===== config.mk =====
export PLATFORM = sky130hd
export DESIGN_NAME = ext_pipe
export DESIGN_NICKNAME = d
export VERILOG_FILES = /design/src/rtl/ext_pkg.sv /design/src/rtl/ext_core.sv /design/src/rtl/ext_pipe.sv
export SDC_FILE = /design/constraint.sdc
export NUM_CORES = 1
export LEC_CHECK = 0
export ABC_CLOCK_PERIOD_IN_PS = 5400
export CAP_MARGIN = 20
export CORE_UTILIZATION = 45
export CTS_CLUSTER_SIZE = 8
export DETAILED_ROUTE_END_ITERATION = 8
export DONT_BUFFER_PORTS = 1
export SYNTH_ARGS = -nofsm -noshare
export SYNTH_HDL_FRONTEND = slang
export SYNTH_SLANG_ARGS = --single-unit

===== constraint.sdc =====
create_clock -name clk -period 5.4 [get_ports clk]
set_clock_uncertainty 0.1 [all_clocks]
set_input_delay 0.54 -clock clk [delete_from_list [all_inputs] [get_ports clk]]
set_output_delay 0.54 -clock clk [all_outputs]
set_load 0.02 [all_outputs]

===== src/rtl/ext_pkg.sv =====
// rtl/ext_pkg.sv - EXTOp encodings shared by the extender stage and the decode controller
package ext_pkg;

  localparam int EXT_OP_W = 2;

  localparam logic [EXT_OP_W-1:0] EXT_ZERO = 2'd0;
  localparam logic [EXT_OP_W-1:0] EXT_SIGN = 2'd1;
  localparam logic [EXT_OP_W-1:0] EXT_LUI  = 2'd2;
  localparam logic [EXT_OP_W-1:0] EXT_SHL2 = 2'd3;

endpackage


===== src/rtl/ext_core.sv =====
// rtl/ext_core.sv - combinational immediate extender, four EXTOp modes
module ext_core
  import ext_pkg::*;
#(
  parameter int IMM_W  = 16,
  parameter int DATA_W = 32
) (
  input  logic [IMM_W-1:0]    i_imm,
  input  logic [EXT_OP_W-1:0] i_op,
  output logic [DATA_W-1:0]   o_data
);

  localparam int PAD_W = DATA_W - IMM_W;

  logic [DATA_W-1:0] w_sext;

  assign w_sext = {{PAD_W{i_imm[IMM_W-1]}}, i_imm};

  always_comb begin
    o_data = '0;
    case (i_op)
      EXT_ZERO: o_data = {{PAD_W{1'b0}}, i_imm};
      EXT_SIGN: o_data = w_sext;
      EXT_LUI:  o_data = {i_imm, {PAD_W{1'b0}}};
      EXT_SHL2: o_data = {w_sext[DATA_W-3:0], 2'b00};
      default:  o_data = '0;
    endcase
  end

endmodule


===== src/rtl/ext_pipe.sv =====
// rtl/ext_pipe.sv - buffered immediate-extension stage: extender feeding a DEPTH-entry FIFO
module ext_pipe
  import ext_pkg::*;
#(
  parameter int IMM_W  = 16,
  parameter int DATA_W = 32,
  parameter int TAG_W  = 8,
  parameter int DEPTH  = 2
) (
  input  logic                     clk,
  input  logic                     reset,
  input  logic                     flush,
  input  logic                     in_valid,
  output logic                     in_ready,
  input  logic [IMM_W-1:0]         in_imm,
  input  logic [EXT_OP_W-1:0]      in_op,
  input  logic [TAG_W-1:0]         in_tag,
  output logic                     out_valid,
  input  logic                     out_ready,
  output logic [DATA_W-1:0]        out_imm,
  output logic [TAG_W-1:0]         out_tag,
  output logic [$clog2(DEPTH):0]   level
);

  localparam int PTR_W = $clog2(DEPTH);
  localparam int LVL_W = PTR_W + 1;

  if (DEPTH < 2 || (DEPTH & (DEPTH - 1)) != 0 || IMM_W < 1 || IMM_W > DATA_W - 2) begin : g_bad_params
    $error("ext_pipe: illegal DEPTH/IMM_W/DATA_W combination");
  end

  logic [DATA_W-1:0] r_mem_imm [DEPTH];
  logic [TAG_W-1:0]  r_mem_tag [DEPTH];
  logic [PTR_W-1:0]  r_wr_ptr;
  logic [PTR_W-1:0]  r_rd_ptr;
  logic [LVL_W-1:0]  r_level;
  logic [DATA_W-1:0] r_out_imm;
  logic [TAG_W-1:0]  r_out_tag;

  logic [DATA_W-1:0] w_ext;
  logic              w_push;
  logic              w_pop;
  logic [PTR_W-1:0]  w_rd_nxt;
  logic [LVL_W-1:0]  w_level_nxt;

  ext_core #(
    .IMM_W  (IMM_W),
    .DATA_W (DATA_W)
  ) u_core (
    .i_imm  (in_imm),
    .i_op   (in_op),
    .o_data (w_ext)
  );

  assign in_ready  = (r_level < LVL_W'(DEPTH)) & ~flush;
  assign out_valid = (r_level != '0);
  assign out_imm   = r_out_imm;
  assign out_tag   = r_out_tag;
  assign level     = r_level;

  assign w_push   = in_valid & in_ready;
  assign w_pop    = out_valid & out_ready & ~flush;
  assign w_rd_nxt = w_pop ? r_rd_ptr + PTR_W'(1) : r_rd_ptr;

  always_comb begin
    w_level_nxt = r_level;
    if (w_push && !w_pop) begin
      w_level_nxt = r_level + LVL_W'(1);
    end else if (!w_push && w_pop) begin
      w_level_nxt = r_level - LVL_W'(1);
    end
  end

  always_ff @(posedge clk) begin
    if (w_push) begin
      r_mem_imm[r_wr_ptr] <= w_ext;
      r_mem_tag[r_wr_ptr] <= in_tag;
    end
  end

  // Head register is reloaded from the slot that becomes the head; when the
  // queue drains to empty it is left alone so out_* hold their last value.
  always_ff @(posedge clk or negedge reset) begin
    if (!reset) begin
      r_wr_ptr  <= '0;
      r_rd_ptr  <= '0;
      r_level   <= '0;
      r_out_imm <= '0;
      r_out_tag <= '0;
    end else if (flush) begin
      r_wr_ptr <= '0;
      r_rd_ptr <= '0;
      r_level  <= '0;
    end else begin
      if (w_push) begin
        r_wr_ptr <= r_wr_ptr + PTR_W'(1);
      end
      r_rd_ptr <= w_rd_nxt;
      r_level  <= w_level_nxt;
      if (w_level_nxt != '0) begin
        if (w_push && (w_rd_nxt == r_wr_ptr)) begin
          r_out_imm <= w_ext;
          r_out_tag <= in_tag;
        end else begin
          r_out_imm <= r_mem_imm[w_rd_nxt];
          r_out_tag <= r_mem_tag[w_rd_nxt];
        end
      end
    end
  end

endmodule


==> impl_metrics.py, run 1 <==
metrics = {
    "setup_path": {
        "crit_path_start_kind": "flop",
        "crit_path_start": "level[0]$_DFF_PN0_",
        "crit_fanout": 42,
        "worstPathCellList": "inv_1, ha_1, nor2b_1, a41o_1, a211o_2, buf_4, a21oi_1, a22o_1",
        "rr_startpoint": "level[0]$_DFF_PN0_",
        "critPathRequiredTime_ps": 5600,
        "worstPathArrival_ps": 3810,
        "cp-end-kind": "flop",
        "cpPeakStageDelay_ps": 690,
        "worstSetupPathType": "flop to flop",
        "slowest_stage": "nor2b_1",
    },
    "synthesis": {
        "ys.warnings.count": 0,
        "synth.yosys.seq_area_share_pct": 55.6,
        "syn-instance-count": 546,
        "yosysTopAreaCellShare_pct": 38.2,
        "syn_avg_cell_area_um2": 11.5,
        "yosys_most_used_dff": "edfxtp_1",
        "synth_cell_types": 43,
        "async_reset_ff_share_pct": 35.5,
        "synth-seq-cells": 124,
        "syn_area_mm2": 0.00630,
        "syn-num-nets": 578,
        "yosys.area.top_type": "edfxtp_1",
        "synth_edf_count": 80,
        "synth_area_leaders": "edfxtp_1 (38%), dfrtp_1 (17%), a22o_1 (7.2%)",
    },
    "clocking": {
        "post_cts_resized": 0,
        "htreeDepth": 4,
        "cts_hold_buf": 2,
        "cts_tree": "yes",
        "post_cts_buffers": 0,
        "ctsRootBufferMaster": "clkbuf_16",
        "cts_max_path_buffers": 2,
        "cts-buffers-inserted": 17,
        "clk_latency_ps": 420,
        "cts.sink_count": 124,
        "path_clk_slew_ps": 60,
    },
    "routing": {
        "first_iter_violations": 447,
        "wl_mm": 16.5,
        "dr.pass1.iters": 5,
        "wl_per_cell_um": 23.5,
        "viasPerCell": 6.69,
        "drc": 0,
        "detail-route-antenna-nets": 0,
        "vias": 4704,
    },
    "sta": {
        "max-slew-margin-rel_pct": 27.5,
        "finalCritPeriodShare_pct": 67.0,
        "hold_viol_final": 0,
        "fin_ws_ps": 1780,
        "setup_viol": 0,
        "slew_violations": 0,
        "fin_crit_ps": 3620,
        "fin_setup_tns_ps": 0,
        "rsz0062_at_grt": "false",
        "tightest_slew_ps": 1090,
        "fmax_mhz": 277,
    },
    "final_layout": {
        "antenna_cells": 0,
        "fill_cells": 1182,
        "nNetsFinal": 546,
        "syn2layout_area_growth_pct": 11.3,
        "drive_gt1_share_pct": 8.92,
    },
    "hold_path": {
        "worstHoldStart": "flush",
        "hold_path_class": "primary input to flop",
    },
    "placed_design": {
        "gp_congestion": 0.764,
        "dp_hpwl_mm": 9.30,
        "place_ws_ps": 1800,
        "io_buffers": 0,
    },
    "floorplan": {
        "core_mm2": 0.0135,
        "die_x_um": 120,
        "dieArea_mm2": 0.0145,
        "die_y_um": 120,
        "initial_utilization_pct": 46.8,
        "io_pins": 75,
        "rows": 42,
    },
    "power_and_ir_drop": {
        "leakage_nw": 2.63,
        "ir_worst_vdd_v": 0.000306,
        "powerDensity_mw_per_mm2": 545,
    },
    "global_route": {
        "antenna_found_initial": 0,
        "grt_max_degree": 90,
        "overflow": 0,
        "grt_pass1_vias": 4712,
        "grt_usage_pct": 23.7,
        "grt_pass1_wl_mm": 25.9,
    },
    "flow_run": {
        "maxCapViolations": 0,
    },
    "run_status": {
        "status": "completed",
    },
}
[synthesized netlist by cell type, types with 3 or more instances]
cell type,instances
a22o_1,52
o32ai_1,36
nor2b_1,4
dfrtp_1,44
nand2_1,23
buf_6,3
edfxtp_1,80
nor3_1,38
buf_2,27
clkbuf_1,28
o22ai_1,28
a31oi_1,11
nand2b_1,4
a21oi_1,30
nor4_1,8
o221ai_1,3
inv_1,5
mux2i_1,32
a21o_1,14
a211oi_1,9
o21ai_0,34
nor2_1,7
[registers in the layout, summed over array words and instances, names as in the netlist]
name,count
level,2
out_imm,32
out_tag,8
r_mem_imm,64
r_mem_tag,16
r_rd_ptr,1
r_wr_ptr,1
[cells in the final DEF (no fill, tap or decap), types with 6 or more instances in the layout]
cell type,n
a211oi_1,9
a21o_1,14
a21oi_1,30
a22o_1,52
a31oi_1,11
buf_4,7
clkbuf_16,17
dfrtp_1,43
edfxtp_1,80
mux2i_1,32
nand2_1,23
nor2_1,6
nor3_1,38
nor4_1,8
o21ai_0,34
o22ai_1,28
o32ai_1,36
[metrics by stage]
stage,cell area (um2),power [W],hold slack [ps],utilization (%),cells
after floorplan,6300,0.00236,144,-,546
after global placement,6330,0.00258,146,47.1,668
after detailed placement,6330,0.00262,146,47.1,668
after CTS,6990,0.00384,69.2,52.0,702
after global routing,7010,0.00400,63.5,52.1,703
final,7010,0.00382,75.3,52.1,703
[path summary, 6_finish.rpt]
kind / end / depth (start not counted) / slack, ps
max: out_imm[29]$_DFFE_PN0P_ / 8 / 1780
min: level[0]$_DFF_PN0_ / 1 / 80
max reg2reg: out_imm[29]$_DFFE_PN0P_ / 8 / 1780
min reg2reg: out_imm[6]$_DFFE_PN0P_ / 1 / 550
max in group asynchronous: r_wr_ptr$_DFFE_PN0P_ / 2 / 4370
min in group asynchronous: out_imm[8]$_DFFE_PN0P_ / 2 / 600
[where the power goes]
group          total (W)  internal (W)  switching (W)
sequential       0.00154       0.00122       0.000326
clock            0.00121      0.000807       0.000402
combinational    0.00107      0.000412       0.000657
[metal layers]
layer | vias to the layer above | share of wire [%] | GRT usage (%) | wire, um
met5 | - | 0 | 0 | 0
met4 | 0 | 1.4 | 9.57 | 228
met3 | 16 | 7.0 | 6.84 | 1160
met2 | 164 | 50 | 39.0 | 8210
met1 | 2400 | 42 | 29.2 | 6940
li1 | 2124 | - | - | -
[cells by family after synthesis]
| logic type | Yosys count | synth area share [%] |
|---|---|---|
| AOI/OAI and AO/OA | 222 | 25.1 |
| xor gates and xnor gates | 7 | 1.33 |
| adders and majority gates | 1 | 0.199 |
| buffers and inverters | 66 | 4.95 |
| DFF | 124 | 55.6 |
| muxes | 33 | 5.27 |
| and+or+nand+nor | 93 | 7.55 |
[cell type report]
cell class / count / area, um2 / share of cell area [%]
clock inverter: 7 / 136 / 1.95
inverter: 5 / 18.8 / 0.268
tap: 176 / 220 / 3.14
timing repair buffer: 10 / 110 / 1.57
multi-input combinational: 356 / 2530 / 36.2
clock buffer: 25 / 485 / 6.92
sequential: 124 / 3500 / 50.0
[critical path: cells and delay by family, from the launching register on]
kind,cells,cell delay [ps]
buffers and inverters,2,630
and+or+nand+nor,1,690
adders and majority gates,1,270
AOI/OAI and AO/OA,4,1250
DFF,1,520
No activity file was read; power rests on OpenSTA's default activity.
==> run 2: changes to the inputs <==
--- a/config.mk
+++ b/config.mk
@@ -5,7 +5,7 @@
 export SDC_FILE = /design/constraint.sdc
 export NUM_CORES = 1
 export LEC_CHECK = 0
-export ABC_CLOCK_PERIOD_IN_PS = 5400
+export ABC_CLOCK_PERIOD_IN_PS = 3400
 export CAP_MARGIN = 20
 export CORE_UTILIZATION = 45
 export CTS_CLUSTER_SIZE = 8
==> constraint.sdc (replaced) <==
create_clock -name clk -period 3.4 [get_ports clk]
set_clock_uncertainty 0.1 [all_clocks]
set_input_delay 0.34 -clock clk [delete_from_list [all_inputs] [get_ports clk]]
set_output_delay 0.34 -clock clk [all_outputs]
set_load 0.02 [all_outputs]
==> run 2 against run 1 <==
Against the previous run: total power increased by 60%; design area rose by 2.8%; sequential share of layout area shrank 1.4 points.
==> impl_metrics.py, run 2 (same netlist as run 1, synthesis figures left out) <==
metrics = {
    "setup_path": {
        "critPathRequiredTime_ps": 3600,
        "crit_path_start_kind": "flop",
        "cp-end-kind": "flop",
        "worstSetupPathType": "flop to flop",
        "crit_fanout": 56,
        "worstPathArrival_ps": 3210,
    },
    "routing": {
        "dr.pass1.iters": 5,
        "wl_per_cell_um": 23.2,
        "first_iter_violations": 503,
        "viasPerCell": 6.69,
        "detail-route-antenna-nets": 0,
        "vias": 4823,
        "wl_mm": 16.7,
        "drc": 0,
    },
    "global_route": {
        "overflow": 0,
        "antenna_found_initial": 0,
        "grt_max_degree": 60,
        "grt_usage_pct": 24.3,
        "grt_pass1_wl_mm": 26.6,
        "grt_pass1_vias": 4828,
    },
    "power_and_ir_drop": {
        "pwr-share-seq_pct": 40.7,
        "switching_share_pct": 36.2,
        "internal_power_w": 0.00390,
        "power_frac_clock_pct": 30.0,
        "leakage_nw": 2.73,
        "switchingPower_w": 0.00221,
        "ir_worst_vdd_v": 0.000452,
        "p_comb_share_pct": 29.2,
        "powerDensity_mw_per_mm2": 848,
    },
    "final_layout": {
        "largest_reg_flops": 64,
        "fill_cells": 1128,
        "drive_gt1_share_pct": 9.72,
        "final_common_cell": "edfxtp_1",
        "multiInputGateArea_mm2": 0.00252,
        "final_core_util_pct": 53.6,
        "antenna_cells": 0,
        "layout_common_cells": "edfxtp_1 (80), a22o_1 (52), dfrtp_1 (43)",
        "top_register": "r_mem_imm",
        "regArea_mm2": 0.00350,
        "nNetsFinal": 564,
        "syn2layout_area_growth_pct": 14.5,
    },
    "sta": {
        "fin_crit_ps": 3000,
        "hold_ws_ps": 40.3,
        "fin_setup_tns_ps": 0,
        "slew_violations": 0,
        "rsz0062_at_grt": "false",
        "fmax_mhz": 333,
        "max-slew-margin-rel_pct": 38.6,
        "finalCritPeriodShare_pct": 88.3,
        "setup_viol": 0,
        "tightest_slew_ps": 916,
        "hold_viol_final": 0,
        "fin_ws_ps": 397,
    },
    "floorplan": {
        "initial_utilization_pct": 46.8,
        "rows": 42,
        "io_pins": 75,
        "die_y_um": 120,
        "die_x_um": 120,
        "dieArea_mm2": 0.0145,
        "core_mm2": 0.0135,
    },
    "clocking": {
        "htreeDepth": 4,
        "cts-buffers-inserted": 17,
        "path_clk_slew_ps": 50,
        "ctsRootBufferMaster": "clkbuf_16",
        "clk_latency_ps": 420,
        "cts.sink_count": 124,
        "cts_tree": "yes",
        "cts_max_path_buffers": 2,
        "post_cts_buffers": 0,
    },
    "hold_path": {
        "hold_path_class": "primary input to flop",
    },
    "placed_design": {
        "io_buffers": 0,
        "place_ws_ps": 419,
        "dp_hpwl_mm": 9.99,
        "gp_congestion": 0.765,
    },
    "run_status": {
        "status": "completed",
    },
    "flow_run": {
        "maxCapViolations": 0,
    },
}
run 2: power groups by stage:
| stage | sequential (W) | combinational [W] | clock (W) |
|---|---|---|---|
| 2_1_floorplan | 0.00238 | 0.00137 | 0 |
| 3_3_place_gp | 0.00251 | 0.00168 | 0 |
| 3_5_place_dp | 0.00252 | 0.00172 | 0 |
| 4_1_cts | 0.00249 | 0.00177 | 0.00187 |
| 5_1_grt | 0.00253 | 0.00195 | 0.00192 |
| 6_report | 0.00249 | 0.00179 | 0.00184 |
run 2: what timing repair did:
item,4_1_cts,5_1_grt
resized for setup,0,0
hold endpoints to repair,64,0
hold buffers,11,0
run 2: per-stage QoR:
| step | power, W | cells | cell area, um2 |
|---|---|---|---|
| global route | 0.00641 | 721 | 7210 |
| detailed placement | 0.00424 | 677 | 6460 |
| finish | 0.00611 | 721 | 7210 |
| CTS | 0.00613 | 720 | 7180 |
| global placement | 0.00420 | 677 | 6460 |
| floorplan | 0.00375 | 546 | 6300 |
run 2: cell type report:
class | count | area share, %
clock buffers | 21 | 6.11
well taps | 176 | 3.06
clock inverters | 11 | 2.07
multi-input cells | 356 | 35.0
flip-flops and latches | 124 | 48.6
repair buffers | 28 | 4.86
inverters | 5 | 0.260
run 2: path summary, 6_finish.rpt:
path | start | endpoint | slack (ps) | cells past startpoint
worst max-delay path | level[0]$_DFF_PN0_ | out_tag[0]$_DFFE_PN0P_ | 400 | 9
worst min-delay path | in_op[1] | r_mem_imm[0][0]$_DFFE_PP_ | 40 | 1
worst max register to register | level[0]$_DFF_PN0_ | out_tag[0]$_DFFE_PN0P_ | 400 | 9
worst min register to register | out_imm[4]$_DFFE_PN0P_ | out_imm[4]$_DFFE_PN0P_ | 550 | 1
max in group asynchronous | reset | r_wr_ptr$_DFFE_PN0P_ | 2620 | 2
min in group asynchronous | reset | out_imm[29]$_DFFE_PN0P_ | 350 | 2
run 2: routing by layer:
layer,wire length [um],track usage (%)
met1,7130,31.1
met2,8150,38.4
met3,1090,7.03
met4,346,10.7
met5,0,0
run 2: worst max-delay path: stages, from the launching register on:
cell and delay [ps]:
dfrtp_1 540, inv_1 120, ha_1 270, nor2b_1 360, buf_4 220, a41o_1 180, a211o_2 420, buf_12 320
a31oi_1 80, a22o_1 240
==> run 3: changes to the inputs <==
--- a/config.mk
+++ b/config.mk
@@ -11,6 +11,8 @@
 export CTS_CLUSTER_SIZE = 8
 export DETAILED_ROUTE_END_ITERATION = 8
 export DONT_BUFFER_PORTS = 1
+export HOLD_SLACK_MARGIN = 0.03
+export SLEW_MARGIN = 5
 export SYNTH_ARGS = -nofsm -noshare
 export SYNTH_HDL_FRONTEND = slang
 export SYNTH_SLANG_ARGS = --single-unit
==> run 3 against run 2 <==
Against the previous run: combinational power about the same; global-route usage about the same; non-clock buffer count up 1; first-iteration DRC count up 0.80%; core utilization up 0.074 points; cell count up 0.14%; flip-flop and latch count unchanged; sequential share of layout area down 0.067 points; sequential power about the same.
==> impl_metrics.py, run 3 (same netlist as run 1, synthesis figures left out) <==
metrics = {
    "clocking": {
        "cts.sink_count": 124,
        "clk_latency_ps": 420,
        "cts_tree": "yes",
        "cts_max_path_buffers": 2,
        "cts-buffers-inserted": 17,
        "htreeDepth": 4,
        "ctsRootBufferMaster": "clkbuf_16",
        "path_clk_slew_ps": 50,
        "post_cts_buffers": 0,
    },
    "routing": {
        "viasPerCell": 6.70,
        "first_iter_violations": 507,
        "wl_per_cell_um": 23.1,
        "wl_mm": 16.7,
        "detail-route-antenna-nets": 0,
        "dr.pass1.iters": 5,
        "drc": 0,
        "vias": 4835,
    },
    "global_route": {
        "grt_util_met1_pct": 31.2,
        "busiest_layer": "met2",
        "overflow": 0,
        "gr-usage-met2_pct": 38.4,
        "grt_pass1_wl_mm": 26.6,
        "grt_pass1_vias": 4838,
        "antenna_found_initial": 0,
        "met3_usage_pct": 7.03,
        "grt_max_degree": 60,
        "grt_usage_pct": 24.4,
    },
    "floorplan": {
        "die_x_um": 120,
        "dieArea_mm2": 0.0145,
        "core_mm2": 0.0135,
        "rows": 42,
        "die_y_um": 120,
        "initial_utilization_pct": 46.8,
        "io_pins": 75,
    },
    "placed_design": {
        "io_buffers": 0,
        "placed_cells": 677,
        "dp_hpwl_mm": 9.99,
        "place_area_mm2": 0.00646,
        "gp_congestion": 0.765,
    },
    "final_layout": {
        "fin_area_mm2": 0.00722,
        "top_register": "r_mem_imm",
        "largest_reg_flops": 64,
        "final_common_cell": "edfxtp_1",
        "final_cells": 722,
        "syn2layout_area_growth_pct": 14.6,
        "antenna_cells": 0,
        "drive_gt1_share_pct": 9.71,
        "nNetsFinal": 565,
        "layout_common_cells": "edfxtp_1 (80), a22o_1 (52), dfrtp_1 (43)",
    },
    "setup_path": {
        "crit_path_start": "level[0]$_DFF_PN0_",
        "worstPathArrival_ps": 3200,
        "rr_startpoint": "level[0]$_DFF_PN0_",
        "rrSetupSlack_ps": 410,
        "cp-endpoint": "out_tag[0]$_DFFE_PN0P_",
        "critPathRequiredTime_ps": 3610,
        "crit_path_start_kind": "flop",
        "cp-end-kind": "flop",
        "crit_fanout": 56,
        "r2r_cells": 9,
        "worstSetupPathType": "flop to flop",
        "timing.rr.end": "out_tag[0]$_DFFE_PN0P_",
    },
    "sta": {
        "finalCritPeriodShare_pct": 88.0,
        "max-slew-margin-rel_pct": 37.9,
        "rsz0062_at_grt": "false",
        "slew_violations": 0,
        "fmax_mhz": 334,
        "hold_viol_final": 0,
        "setup_viol": 0,
        "hold_ws_ps": 48.3,
        "fin_crit_ps": 2990,
        "tightest_slew_ps": 930,
        "fin_setup_tns_ps": 0,
    },
    "run_status": {
        "status": "completed",
    },
    "power_and_ir_drop": {
        "powerDensity_mw_per_mm2": 847,
        "total_power_w": 0.00611,
        "switchingPower_w": 0.00221,
        "leakage_nw": 2.74,
        "power_frac_clock_pct": 30.1,
        "pwr-share-seq_pct": 40.7,
        "p_comb_share_pct": 29.2,
        "internal_power_w": 0.00390,
        "switching_share_pct": 36.2,
        "ir_worst_vdd_v": 0.000459,
    },
    "flow_run": {
        "maxCapViolations": 0,
    },
    "hold_path": {
        "hold_path_class": "primary input to flop",
    },
}
[run 3: cell count changes in the layout (fill, tap and decap cells not counted), sizes merged]
cell	change
dlygate4sd3	+1
[run 3: how the worst min path moves through the flow]
stage | start | endpoint | slack (ps) | cells after the start
6_report | in_op[1] | r_mem_imm[0][1]$_DFFE_PP_ | 50 | 1
4_1_cts | in_op[1] | r_mem_imm[0][1]$_DFFE_PP_ | 30 | 1
3_5_place_dp | reset | out_imm[6]$_DFFE_PN0P_ | -50 | 0
5_1_grt | in_op[1] | r_mem_imm[0][1]$_DFFE_PP_ | 40 | 1
2_1_floorplan | reset | level[0]$_DFF_PN0_ | -60 | 0
3_3_place_gp | reset | out_imm[9]$_DFFE_PN0P_ | -50 | 0
[run 3: power groups by stage]
stage / combinational (W) / sequential, W / clock (W)
floorplan: 0.00137 / 0.00238 / 0
global placement: 0.00168 / 0.00251 / 0
detailed placement: 0.00172 / 0.00252 / 0
CTS: 0.00177 / 0.00249 / 0.00187
global route: 0.00196 / 0.00253 / 0.00192
finish: 0.00178 / 0.00249 / 0.00184
[run 3: cell type report]
type,count,area (um2)
Inverter,5,18.8
Clock buffer,21,440
Multi-Input combinational cell,356,2520
Sequential cell,124,3500
Timing Repair Buffer,29,360
Tap cell,176,220
Fill cell,1129,6240
Clock inverter,11,149
[run 3: layer usage]
layer,up-vias,wire (um),share of wire (%)
li1,2165,-,-
met1,2441,7090,43
met2,202,8030,48
met3,27,1150,6.9
met4,0,395,2.4
met5,-,0,0
[run 3: through the flow]
stage | utilization, % | worst slack (ps)
2_1_floorplan | - | 567
3_3_place_gp | 48.0 | 524
3_5_place_dp | 48.0 | 419
4_1_cts | 53.4 | 390
5_1_grt | 53.6 | 157
6_report | 53.6 | 407
[run 3: worst max-delay path, cell delays in order, from the launching register on]
cell     delay (ps)
dfrtp_1         540
inv_1           120
ha_1            270
nor2b_1         360
buf_4           220
a41o_1          180
a211o_2         410
buf_12          320
a31oi_1          80
a22o_1          240
[run 3: timing repair]
item,CTS,global route
hold buffers,12,0
endpoints found under the hold margin,66,0
resized for setup,0,0
